$ cat src/rtl/usb_tx_scheduler_pkg.sv
// Shared types and constants for the USB transmit-path scheduler.
package usb_tx_pkg;

   localparam int PKT_W = 100;   // packet width into the CRC calculator
   localparam int LEN_W = 32;    // packet length width

   typedef enum logic [2:0] {
      ST_IDLE,
      ST_LOAD,
      ST_WAIT_START,
      ST_SENDING,
      ST_GAP
   } tx_sched_state_t;

   // Largest of three values, used to size the shared counter.
   function automatic int max3(input int a, input int b, input int c);
      int m;
      m = (a > b) ? a : b;
      return (m > c) ? m : c;
   endfunction

endpackage

$ cat src/rtl/usb_tx_scheduler_rr_arbiter.sv
// Round-robin arbiter: picks the first active request searching upward
// (wrapping) from the slot after the last winner. Purely combinational.
module rr_arbiter #(
   parameter int N = 3,
   localparam int PTR_W = $clog2(N)
) (
   input  logic [N-1:0]     i_req,
   input  logic [PTR_W-1:0] i_ptr,
   output logic [N-1:0]     o_winner
);

   logic [PTR_W:0] w_idx;
   logic           w_found;

   // Walk the N candidates starting at ptr+1; the first set request wins.
   always_comb begin
      o_winner = '0;
      w_found  = 1'b0;
      w_idx    = '0;
      for (int k = 1; k <= N; k++) begin
         w_idx = {1'b0, i_ptr} + (PTR_W+1)'(k);
         if (w_idx >= (PTR_W+1)'(N)) begin
            w_idx = w_idx - (PTR_W+1)'(N);
         end
         if (!w_found && i_req[w_idx[PTR_W-1:0]]) begin
            o_winner[w_idx[PTR_W-1:0]] = 1'b1;
            w_found                    = 1'b1;
         end
      end
   end

endmodule

$ cat src/rtl/usb_tx_scheduler.sv
// Shares the CRC + bit-stuffer transmit path among NUM_REQ packet sources.
// Grants one source round-robin, latches its packet, strobes the CRC block,
// follows the bit stuffer's busy flag, then holds an inter-packet gap.
module usb_tx_scheduler #(
   parameter int NUM_REQ  = 3,
   parameter int PKT_W    = usb_tx_pkg::PKT_W,
   parameter int GAP_CYC  = 4,
   parameter int START_TO = 16,
   parameter int XFER_TO  = 256
) (
   input  logic                                 i_clock,
   input  logic                                 i_reset_n,
   input  logic [NUM_REQ-1:0]                   i_req,
   input  logic [NUM_REQ*PKT_W-1:0]             i_req_pkt,
   input  logic [NUM_REQ*usb_tx_pkg::LEN_W-1:0] i_req_len,
   output logic [NUM_REQ-1:0]                   o_grant,
   output logic [NUM_REQ-1:0]                   o_done,
   output logic [NUM_REQ-1:0]                   o_err,
   output logic                                 o_pkt_ready,
   output logic [PKT_W-1:0]                     o_pkt_in,
   output logic [usb_tx_pkg::LEN_W-1:0]         o_pkt_len,
   input  logic                                 i_bs_sending,
   output logic                                 o_busy
);

   import usb_tx_pkg::*;

   localparam int PTR_W = $clog2(NUM_REQ);
   localparam int CNT_W = $clog2(max3(START_TO, XFER_TO, GAP_CYC) + 1);

   // Terminal counts; a zero-length gap still spends one cycle in GAP.
   localparam logic [CNT_W-1:0] START_LAST = CNT_W'(START_TO - 1);
   localparam logic [CNT_W-1:0] XFER_LAST  = CNT_W'(XFER_TO - 1);
   localparam logic [CNT_W-1:0] GAP_LAST   = CNT_W'((GAP_CYC == 0) ? 0 : GAP_CYC - 1);

   tx_sched_state_t     r_state;
   logic [CNT_W-1:0]    r_cnt;
   logic [PTR_W-1:0]    r_ptr;
   logic [NUM_REQ-1:0]  r_grant;
   logic [NUM_REQ-1:0]  r_done;
   logic [NUM_REQ-1:0]  r_err;
   logic                r_pkt_ready;
   logic [PKT_W-1:0]    r_pkt_in;
   logic [LEN_W-1:0]    r_pkt_len;
   logic                r_busy;

   logic [NUM_REQ-1:0]  w_win;
   logic [PTR_W-1:0]    w_win_idx;
   logic [PKT_W-1:0]    w_pkt_slice [NUM_REQ];
   logic [LEN_W-1:0]    w_len_slice [NUM_REQ];

   rr_arbiter #(
      .N (NUM_REQ)
   ) u_arb (
      .i_req    (i_req),
      .i_ptr    (r_ptr),
      .o_winner (w_win)
   );

   // Unpack the flat per-source buses.
   for (genvar gi = 0; gi < NUM_REQ; gi++) begin : g_slice
      assign w_pkt_slice[gi] = i_req_pkt[gi*PKT_W +: PKT_W];
      assign w_len_slice[gi] = i_req_len[gi*LEN_W +: LEN_W];
   end

   // One-hot winner to index, for the latch mux and the rr pointer.
   always_comb begin
      w_win_idx = '0;
      for (int i = 0; i < NUM_REQ; i++) begin
         if (w_win[i]) begin
            w_win_idx = PTR_W'(i);
         end
      end
   end

   // Scheduler FSM with the shared start/transfer/gap counter and packet latches.
   always_ff @(posedge i_clock) begin
      if (!i_reset_n) begin
         r_state     <= ST_IDLE;
         r_cnt       <= '0;
         r_ptr       <= PTR_W'(NUM_REQ - 1);
         r_grant     <= '0;
         r_done      <= '0;
         r_err       <= '0;
         r_pkt_ready <= 1'b0;
         r_pkt_in    <= '0;
         r_pkt_len   <= '0;
         r_busy      <= 1'b0;
      end else begin
         r_pkt_ready <= 1'b0;
         r_done      <= '0;
         r_err       <= '0;
         case (r_state)
            ST_IDLE: begin
               if (|i_req) begin
                  r_grant     <= w_win;
                  r_pkt_in    <= w_pkt_slice[w_win_idx];
                  r_pkt_len   <= w_len_slice[w_win_idx];
                  r_ptr       <= w_win_idx;
                  r_pkt_ready <= 1'b1;
                  r_busy      <= 1'b1;
                  r_state     <= ST_LOAD;
               end
            end
            ST_LOAD: begin
               r_cnt   <= '0;
               r_state <= ST_WAIT_START;
            end
            ST_WAIT_START: begin
               if (i_bs_sending) begin
                  r_cnt   <= '0;
                  r_state <= ST_SENDING;
               end else if (r_cnt == START_LAST) begin
                  r_err   <= r_grant;
                  r_cnt   <= '0;
                  r_state <= ST_GAP;
               end else begin
                  r_cnt <= r_cnt + CNT_W'(1);
               end
            end
            ST_SENDING: begin
               if (!i_bs_sending) begin
                  r_done  <= r_grant;
                  r_cnt   <= '0;
                  r_state <= ST_GAP;
               end else if (r_cnt == XFER_LAST) begin
                  r_err   <= r_grant;
                  r_cnt   <= '0;
                  r_state <= ST_GAP;
               end else begin
                  r_cnt <= r_cnt + CNT_W'(1);
               end
            end
            ST_GAP: begin
               if (r_cnt == GAP_LAST) begin
                  r_grant <= '0;
                  r_busy  <= 1'b0;
                  r_cnt   <= '0;
                  r_state <= ST_IDLE;
               end else begin
                  r_cnt <= r_cnt + CNT_W'(1);
               end
            end
            default: begin
               r_grant <= '0;
               r_busy  <= 1'b0;
               r_cnt   <= '0;
               r_state <= ST_IDLE;
            end
         endcase
      end
   end

   assign o_grant     = r_grant;
   assign o_done      = r_done;
   assign o_err       = r_err;
   assign o_pkt_ready = r_pkt_ready;
   assign o_pkt_in    = r_pkt_in;
   assign o_pkt_len   = r_pkt_len;
   assign o_busy      = r_busy;

endmodule

$ cat config.mk
export PLATFORM = sky130hd
export DESIGN_NAME = usb_tx_scheduler
export DESIGN_NICKNAME = d
export VERILOG_FILES = /design/src/rtl/usb_tx_scheduler_pkg.sv /design/src/rtl/usb_tx_scheduler_rr_arbiter.sv /design/src/rtl/usb_tx_scheduler.sv
export SDC_FILE = /design/constraint.sdc
export NUM_CORES = 1
export LEC_CHECK = 0
export ABC_AREA = 0
export BUFFER_PORTS_ARGS = -buffer_cell sky130_fd_sc_hd__buf_2
export CAP_MARGIN = 20
export CORE_AREA = 5 5 206 208
export CTS_BUF_LIST = sky130_fd_sc_hd__clkbuf_16
export DETAILED_ROUTE_END_ITERATION = 10
export DIE_AREA = 0 0 211 213
export SYNTH_ARGS = -nofsm -noshare
export SYNTH_HDL_FRONTEND = slang
export SYNTH_SLANG_ARGS = --single-unit
$ cat constraint.sdc
create_clock -name i_clock -period 3.9 [get_ports i_clock]
set_clock_uncertainty 0.2 [all_clocks]
set_input_delay 0.78 -clock i_clock [delete_from_list [all_inputs] [get_ports i_clock]]
set_output_delay 0.78 -clock i_clock [all_outputs]
set_load 0.02 [all_outputs]
Yosys cells after proc, flatten, opt, wreduce, memory -nomap -nowiden
Cells that the tools add are included.

operators by class
  add/sub/neg operators = 7
  eq/ne operators = 11
  reduce and logical (&&, ||, !) cells = 15
  magnitude comparators = 10
  muxes and demuxes = 52
  bitwise operators = 6

operators by type and width
  kind                                                                           number
  100-bit binary-select mux with 2-bit select                                    1
  100-bit 2-to-1 mux                                                             2
  32-bit binary-select mux with 2-bit select                                     1
  32-bit 2-to-1 mux                                                              2
  9-bit 2-to-1 mux                                                               5
  3-bit 2-to-1 mux                                                               14
  9-bit case mux with 4 select lines                                             1
  3-bit case mux with 5 select lines                                             1
  1-bit 2-to-1 mux                                                               12
  9-bit by 1-bit adder with 9-bit output (second input constant)                 1
  9-bit by 2-bit == test with 1-bit output (second input constant)               1
  9-bit by 4-bit == test with 1-bit output (second input constant)               1
  9-bit by 8-bit == test with 1-bit output (second input constant)               1
  3-bit by 2-bit >= comparator with 1-bit output (second input constant)         3
  2-bit by 3-bit less-than comparator with 1-bit output (second input constant)  3
  3-bit case mux with 3 select lines                                             1
  3-bit OR reduction                                                             3
  2-bit 2-to-1 mux                                                               4
  2-bit by 2-bit adder with 3-bit output (second input constant)                 2
  1-bit binary-select mux with 2-bit select                                      3
  1-bit demux with 2-bit select                                                  3
  3-bit by 2-bit == test with 1-bit output (second input constant)               2
  2-bit by 1-bit >= comparator with 1-bit output (second input constant)         3
  3-bit != test (second input constant)                                          2
  other kinds (17)                                                               29

word-level totals
  logic and storage cells = 111
  register bits after elaboration = 157
  bits of input ports = 402
  output and inout port bits = 143

Depth between registers and ports, before layout
  depth after elaboration = 18
  gate-level depth with buffers = 11
  gate-level depth less buffers = 9

By module
Synthesis repeated with hierarchy kept, for this count alone.

unflattened totals
  cells, all modules = 1187
  area total of the unflattened synthesis = 9009.9 µm²

by module, submodules not included
  module            area an instance (µm²)  cells each  times used  seq. area each (µm²)
  usb_tx_scheduler  8712.1                  1151        1           3143.0
  rr_arbiter        297.8                   36          1           0.0

Worst setup path after synthesis
Ideal clock, no wire load.

  kind = register -> register
  start = reg r_ptr[0]
  end = reg r_pkt_in[39], in the netlist o_pkt_in[39]
  path buffers = 3
  clock period less this slack = 2680 ps
  setup slack = 1220 ps
  arrival time = 2407 ps
  setup time = 73 ps
  data required time = 3627 ps
  stages on the path, launching flop included = 11
  cells stage by stage = dfxtp_1 -> inv_1 -> ha_1 -> buf_2 -> and3b_1 -> o21a_1 -> o21ai_2 -> clkbuf_1 -> clkbuf_1 -> nand4_1 -> o211ai_2

between the ends
  word-level cells in the longest chain between the ends = 18
  elaborated cells on any way between the ends = 50
  classes of those cells = add/sub: 6; order compare: 9; mux: 25; bitwise: 3; reduce/logical: 7

RTL lines
  what                                                                                                       line                                                                  source
  start: declaration                                                                                         usb_tx_scheduler.sv:38                                                logic [PTR_W-1:0] r_ptr;
  start signal: assignment                                                                                   usb_tx_scheduler.sv:81                                                r_ptr <= PTR_W'(NUM_REQ - 1);
  start signal: assignment                                                                                   usb_tx_scheduler.sv:99                                                r_ptr <= w_win_idx;
  2-bit by 1-bit adder with 3-bit output                                                                     usb_tx_scheduler_rr_arbiter.sv:21                                     w_idx = {1'b0, i_ptr} + (PTR_W+1)'(k);
  3-bit by 2-bit >= comparator with 1-bit output or 2-bit subtractor (tied branches)                         usb_tx_scheduler_rr_arbiter.sv:22, usb_tx_scheduler_rr_arbiter.sv:23
  2-bit 2-to-1 mux                                                                                           usb_tx_scheduler_rr_arbiter.sv:22                                     if (w_idx >= (PTR_W+1)'(N)) begin
  2-bit by 3-bit less-than comparator with 1-bit output (implied by the code), or another cell as far along  usb_tx_scheduler_rr_arbiter.sv:26                                     o_winner[w_idx[PTR_W-1:0]] = 1'b1;
  1-bit logical AND (implied by the code) or 1-bit 2-to-1 mux (tied branches)                                usb_tx_scheduler_rr_arbiter.sv:26, usb_tx_scheduler_rr_arbiter.sv:25
  1-bit 2-to-1 mux, on equally long branches                                                                 usb_tx_scheduler_rr_arbiter.sv:26, usb_tx_scheduler_rr_arbiter.sv:25
  1-bit demux with 2-bit select or 1-bit zero test (tied branches)                                           -
  3-bit 2-to-1 mux or 1-bit logical AND (tied branches)                                                      usb_tx_scheduler_rr_arbiter.sv:25                                     if (!w_found && i_req[w_idx[PTR_W-1:0]]) begin
  3-bit OR (no line) or 1-bit 2-to-1 mux (tied branches)                                                     -
  3-bit 2-to-1 mux or 1-bit zero test (tied branches)                                                        usb_tx_scheduler_rr_arbiter.sv:25
  3-bit OR (no line) or 1-bit logical AND (tied branches)                                                    -
  3-bit 2-to-1 mux (*)                                                                                       usb_tx_scheduler_rr_arbiter.sv:25
  1-bit 2-to-1 mux                                                                                           usb_tx_scheduler.sv:70                                                if (w_win[i]) begin
  2-bit 2-to-1 mux (*)                                                                                       usb_tx_scheduler.sv:70
  2-bit NOT with 3-bit output (implied by the code) (*)                                                      usb_tx_scheduler.sv:97                                                r_pkt_in <= w_pkt_slice[w_win_idx];
  100-bit binary-select mux with 2-bit select (*)                                                            usb_tx_scheduler.sv:97
  100-bit 2-to-1 mux (implied by the code) (*) (2 in a row)                                                  usb_tx_scheduler.sv:97
  end signal: assignment                                                                                     usb_tx_scheduler.sv:97
  end: declaration                                                                                           usb_tx_scheduler.sv:43                                                logic [PKT_W-1:0] r_pkt_in;

Every way passes the cells marked *; elsewhere a longest branch is shown, timed or not. The select of a mux whose other input is x is not followed.
A chain may end at the register's enable or synchronous reset.

Worst setup path in the final report
  start = reg r_ptr[0]
  end = reg r_pkt_in[89], in the netlist o_pkt_in[89]

The elaborated chain is that of the path after synthesis.

==> flow_metrics.tcl <==
set metrics [dict create \
    num-nets-final 1831 \
    cts_resized 0 \
    grt_use_total_pct 15.4 \
    die_w_um 211 \
    numCtsBuffers 17 \
    synth-seq-cells 157 \
    worstMarginPinSlew_ns 1.04 \
    cp-end-kind "flop" \
    hold_class "reg2reg" \
    p_leak_nw 5.53 \
    htree_levels 4 \
    grt_max_degree 135 \
    clkTransAtPathRegs_ns 0.07 \
    grt_pass1_vias 9812 \
    slew_headroom_pct 30.5 \
    fin_cells 1967 \
    cts_hold_buf 0 \
    core_um2 40400 \
    setup_tns_ns 0 \
    fin_crit_ns 3.25 \
    root_buffer "clkbuf_16" \
    ir_drop_v 0.000369 \
    ant_nets 0 \
    startpoint "r_ptr[0]" \
    finalSetupViolCount 0 \
    clock.fmax_mhz 308 \
    cp.buffers_inverters 3 \
    max_cap_violations 0 \
    drc 0 \
    multi_input_area_um2 4890 \
    path_cells "inv_1 > ha_1 > nor2_1 > a22oi_4 > a211oi_4 > buf_12 > buf_4 > nand4_1 > o211ai_2" \
    path_class "reg2reg" \
    hp-start "o_busy" \
    hold_violations 0 \
    start_util_pct 21.3 \
    critPathMaxStageDelay_ns 0.50 \
    numClockSinks 157 \
    synth-edff-count 0 \
    routedWlPerCell_um 19.1 \
    dieArea_um2 44900 \
    area_growth_pct 43.6 \
    grt_first_pass_wirelength_um 55000 \
    via_per_inst 5.00 \
    critPathArrivalTime_ns 3.42 \
    synth_cell_types 62 \
    grt-ovfl-total 0 \
    period_share_pct 83.2 \
    drt-initial-drc-count 813 \
    r2r_start "r_ptr[0]" \
    hpwlAfterDp_um 27700 \
    clock_tree.buffer_depth 2 \
    vias 9843 \
    die_h_um 213 \
    final_max_slew_viol_count 0 \
    layout-drive-gt1-share_pct 49.6 \
    top_level_ports 545 \
    async_flop_share_pct 0 \
    cts_post_setup_buffers_inserted 0 \
    powerDensity_nw_per_um2 816 \
    ys_seq_area_share_pct 36.5 \
    status "completed" \
    port_buffers 544 \
    yosys_warnings 0 \
    ys.flop_type "dfxtp_1" \
    rsz0062_at_grt "false" \
    worst_path_max_delay_cell "dfxtp_1" \
    firstDrtPassIters 7 \
    syn_avg_cell_area_um2 9.07 \
    cp.required_ns 4.08 \
    gp_congestion 0.875 \
    crit_family "buffers and inverters" \
    mappedNetlistNets 1359 \
    dp_cells 1933 \
    rows 74 \
    syn_inst 948 \
    antenna_found_initial 2 \
    r2r_slack_ns 0.65 \
    postLayoutCoreUtil_pct 30.6 \
    cts_tree "built" \
    wl_um 37500 \
    crit_fanout 76 \
    startpoint_type "flop" \
    fillers 4265 \
    seqCellArea_um2 3140 \
    syn_area_um2 8600 \
    insertion_delay_ns 0.45 \
]
cell type report:
class / instances / share of cell area, %
diodes: 2 / 0.0405
multi-input cells: 672 / 39.6
flip-flops and latches: 157 / 25.4
clock inverters: 15 / 1.51
repair buffers: 564 / 24.4
clock buffers: 17 / 3.44
well taps: 532 / 5.39
inverters: 8 / 0.243
cells in the final DEF (no fill, tap or decap), types with 8 or more instances in the layout:
| master | Yosys | layout |
|---|---|---|
| a22oi_1 | 123 | 123 |
| a22oi_2 | 10 | 10 |
| and3_1 | 11 | 11 |
| buf_12 | 0 | 11 |
| buf_2 | 13 | 544 |
| buf_4 | 7 | 9 |
| clkbuf_16 | 0 | 17 |
| dfxtp_1 | 157 | 157 |
| ha_1 | 9 | 9 |
| nand2_1 | 149 | 149 |
| nand4_1 | 132 | 132 |
| nor2_1 | 12 | 12 |
| o211ai_1 | 43 | 43 |
| o211ai_2 | 90 | 90 |
| o21ai_1 | 8 | 8 |
synth_stat cells, types with 2 or more instances:
cell	n	area [um^2]
nand2_1	149	559
buf_2	13	65.1
buf_6	15	169
nand3_1	4	20.0
ha_1	9	113
o21ai_1	8	40.0
nor2b_1	5	31.3
buf_4	7	52.6
a22o_1	2	17.5
nand2b_1	2	12.5
nor3_1	5	25.0
a21oi_1	7	35.0
o22ai_1	2	12.5
and2_1	9	56.3
a22oi_2	10	125
a21boi_1	2	15.0
o21a_1	7	52.6
or3_1	3	18.8
nor4b_1	4	35.0
dfxtp_1	157	3140
and3_1	11	68.8
a211oi_1	2	15.0
o211ai_1	43	323
clkbuf_1	75	282
o211ai_2	90	1130
nor2_1	12	45.0
inv_1	7	26.3
nand4_1	132	826
a22oi_1	123	923
sequential cells by signal, indices dropped and copies added (netlist names):
register     flops
o_pkt_in       100
r_cnt            9
o_done           3
o_grant          3
r_state          3
r_ptr            2
o_err            3
o_busy           1
o_pkt_len       32
o_pkt_ready      1
per-layer routing:
metal  up-vias  track usage, %  wire length (um)
met1      4670            19.3             15400
met3        66            4.17              2980
met2       482            25.3             17900
met5         -               0                 0
li1       4625               -                 -
met4         0            6.39              1210
power by group:
group	internal (mW)	leakage (nW)	switching (mW)	total [mW]
registers	2.40	1.29	0.511	2.92
clock network	1.02	0.281	0.763	1.78
logic	1.88	3.96	3.50	5.38
total	5.30	5.53	4.77	10.1
metrics by stage:
stage | setup slack (ns) | hold slack, ns | total power [mW] | cell area, um^2
2_1_floorplan | 1.22 | 0.282 | 6.49 | 8600
6_report | 0.654 | 0.266 | 10.1 | 12400
5_1_grt | 0.429 | 0.288 | 10.7 | 12300
3_5_place_dp | 0.706 | 0.259 | 8.32 | 11700
4_1_cts | 0.686 | 0.269 | 10.2 | 12300
3_3_place_gp | 0.821 | 0.252 | 8.24 | 11700
worst min-delay path: cells and delay by family, from the launching register on:
kind	cells	cell delay (ns)
AO/OA/AOI/OAI	1	0.07
flip-flops	1	0.31
AND/OR/NAND/NOR	1	0.04
logic make-up after synthesis:
logic type | after synthesis | synth area share, %
adder cells (fa/ha/maj) | 9 | 1.31
multiplexers | 3 | 0.422
AO/OA/AOI/OAI | 311 | 33.4
AND/OR/NAND/NOR | 347 | 21.1
buffers and inverters | 119 | 7.00
flip-flops | 157 | 36.5
XOR/XNOR | 2 | 0.204
path summary, 6_finish.rpt:
| check | endpoint | depth (start not counted) |
|---|---|---|
| max | o_pkt_in[89] | 9 |
| min | o_busy | 2 |
| max reg2reg | o_pkt_in[89] | 9 |
| min reg2reg | o_busy | 2 |
Power figures use the tool's default switching activity.
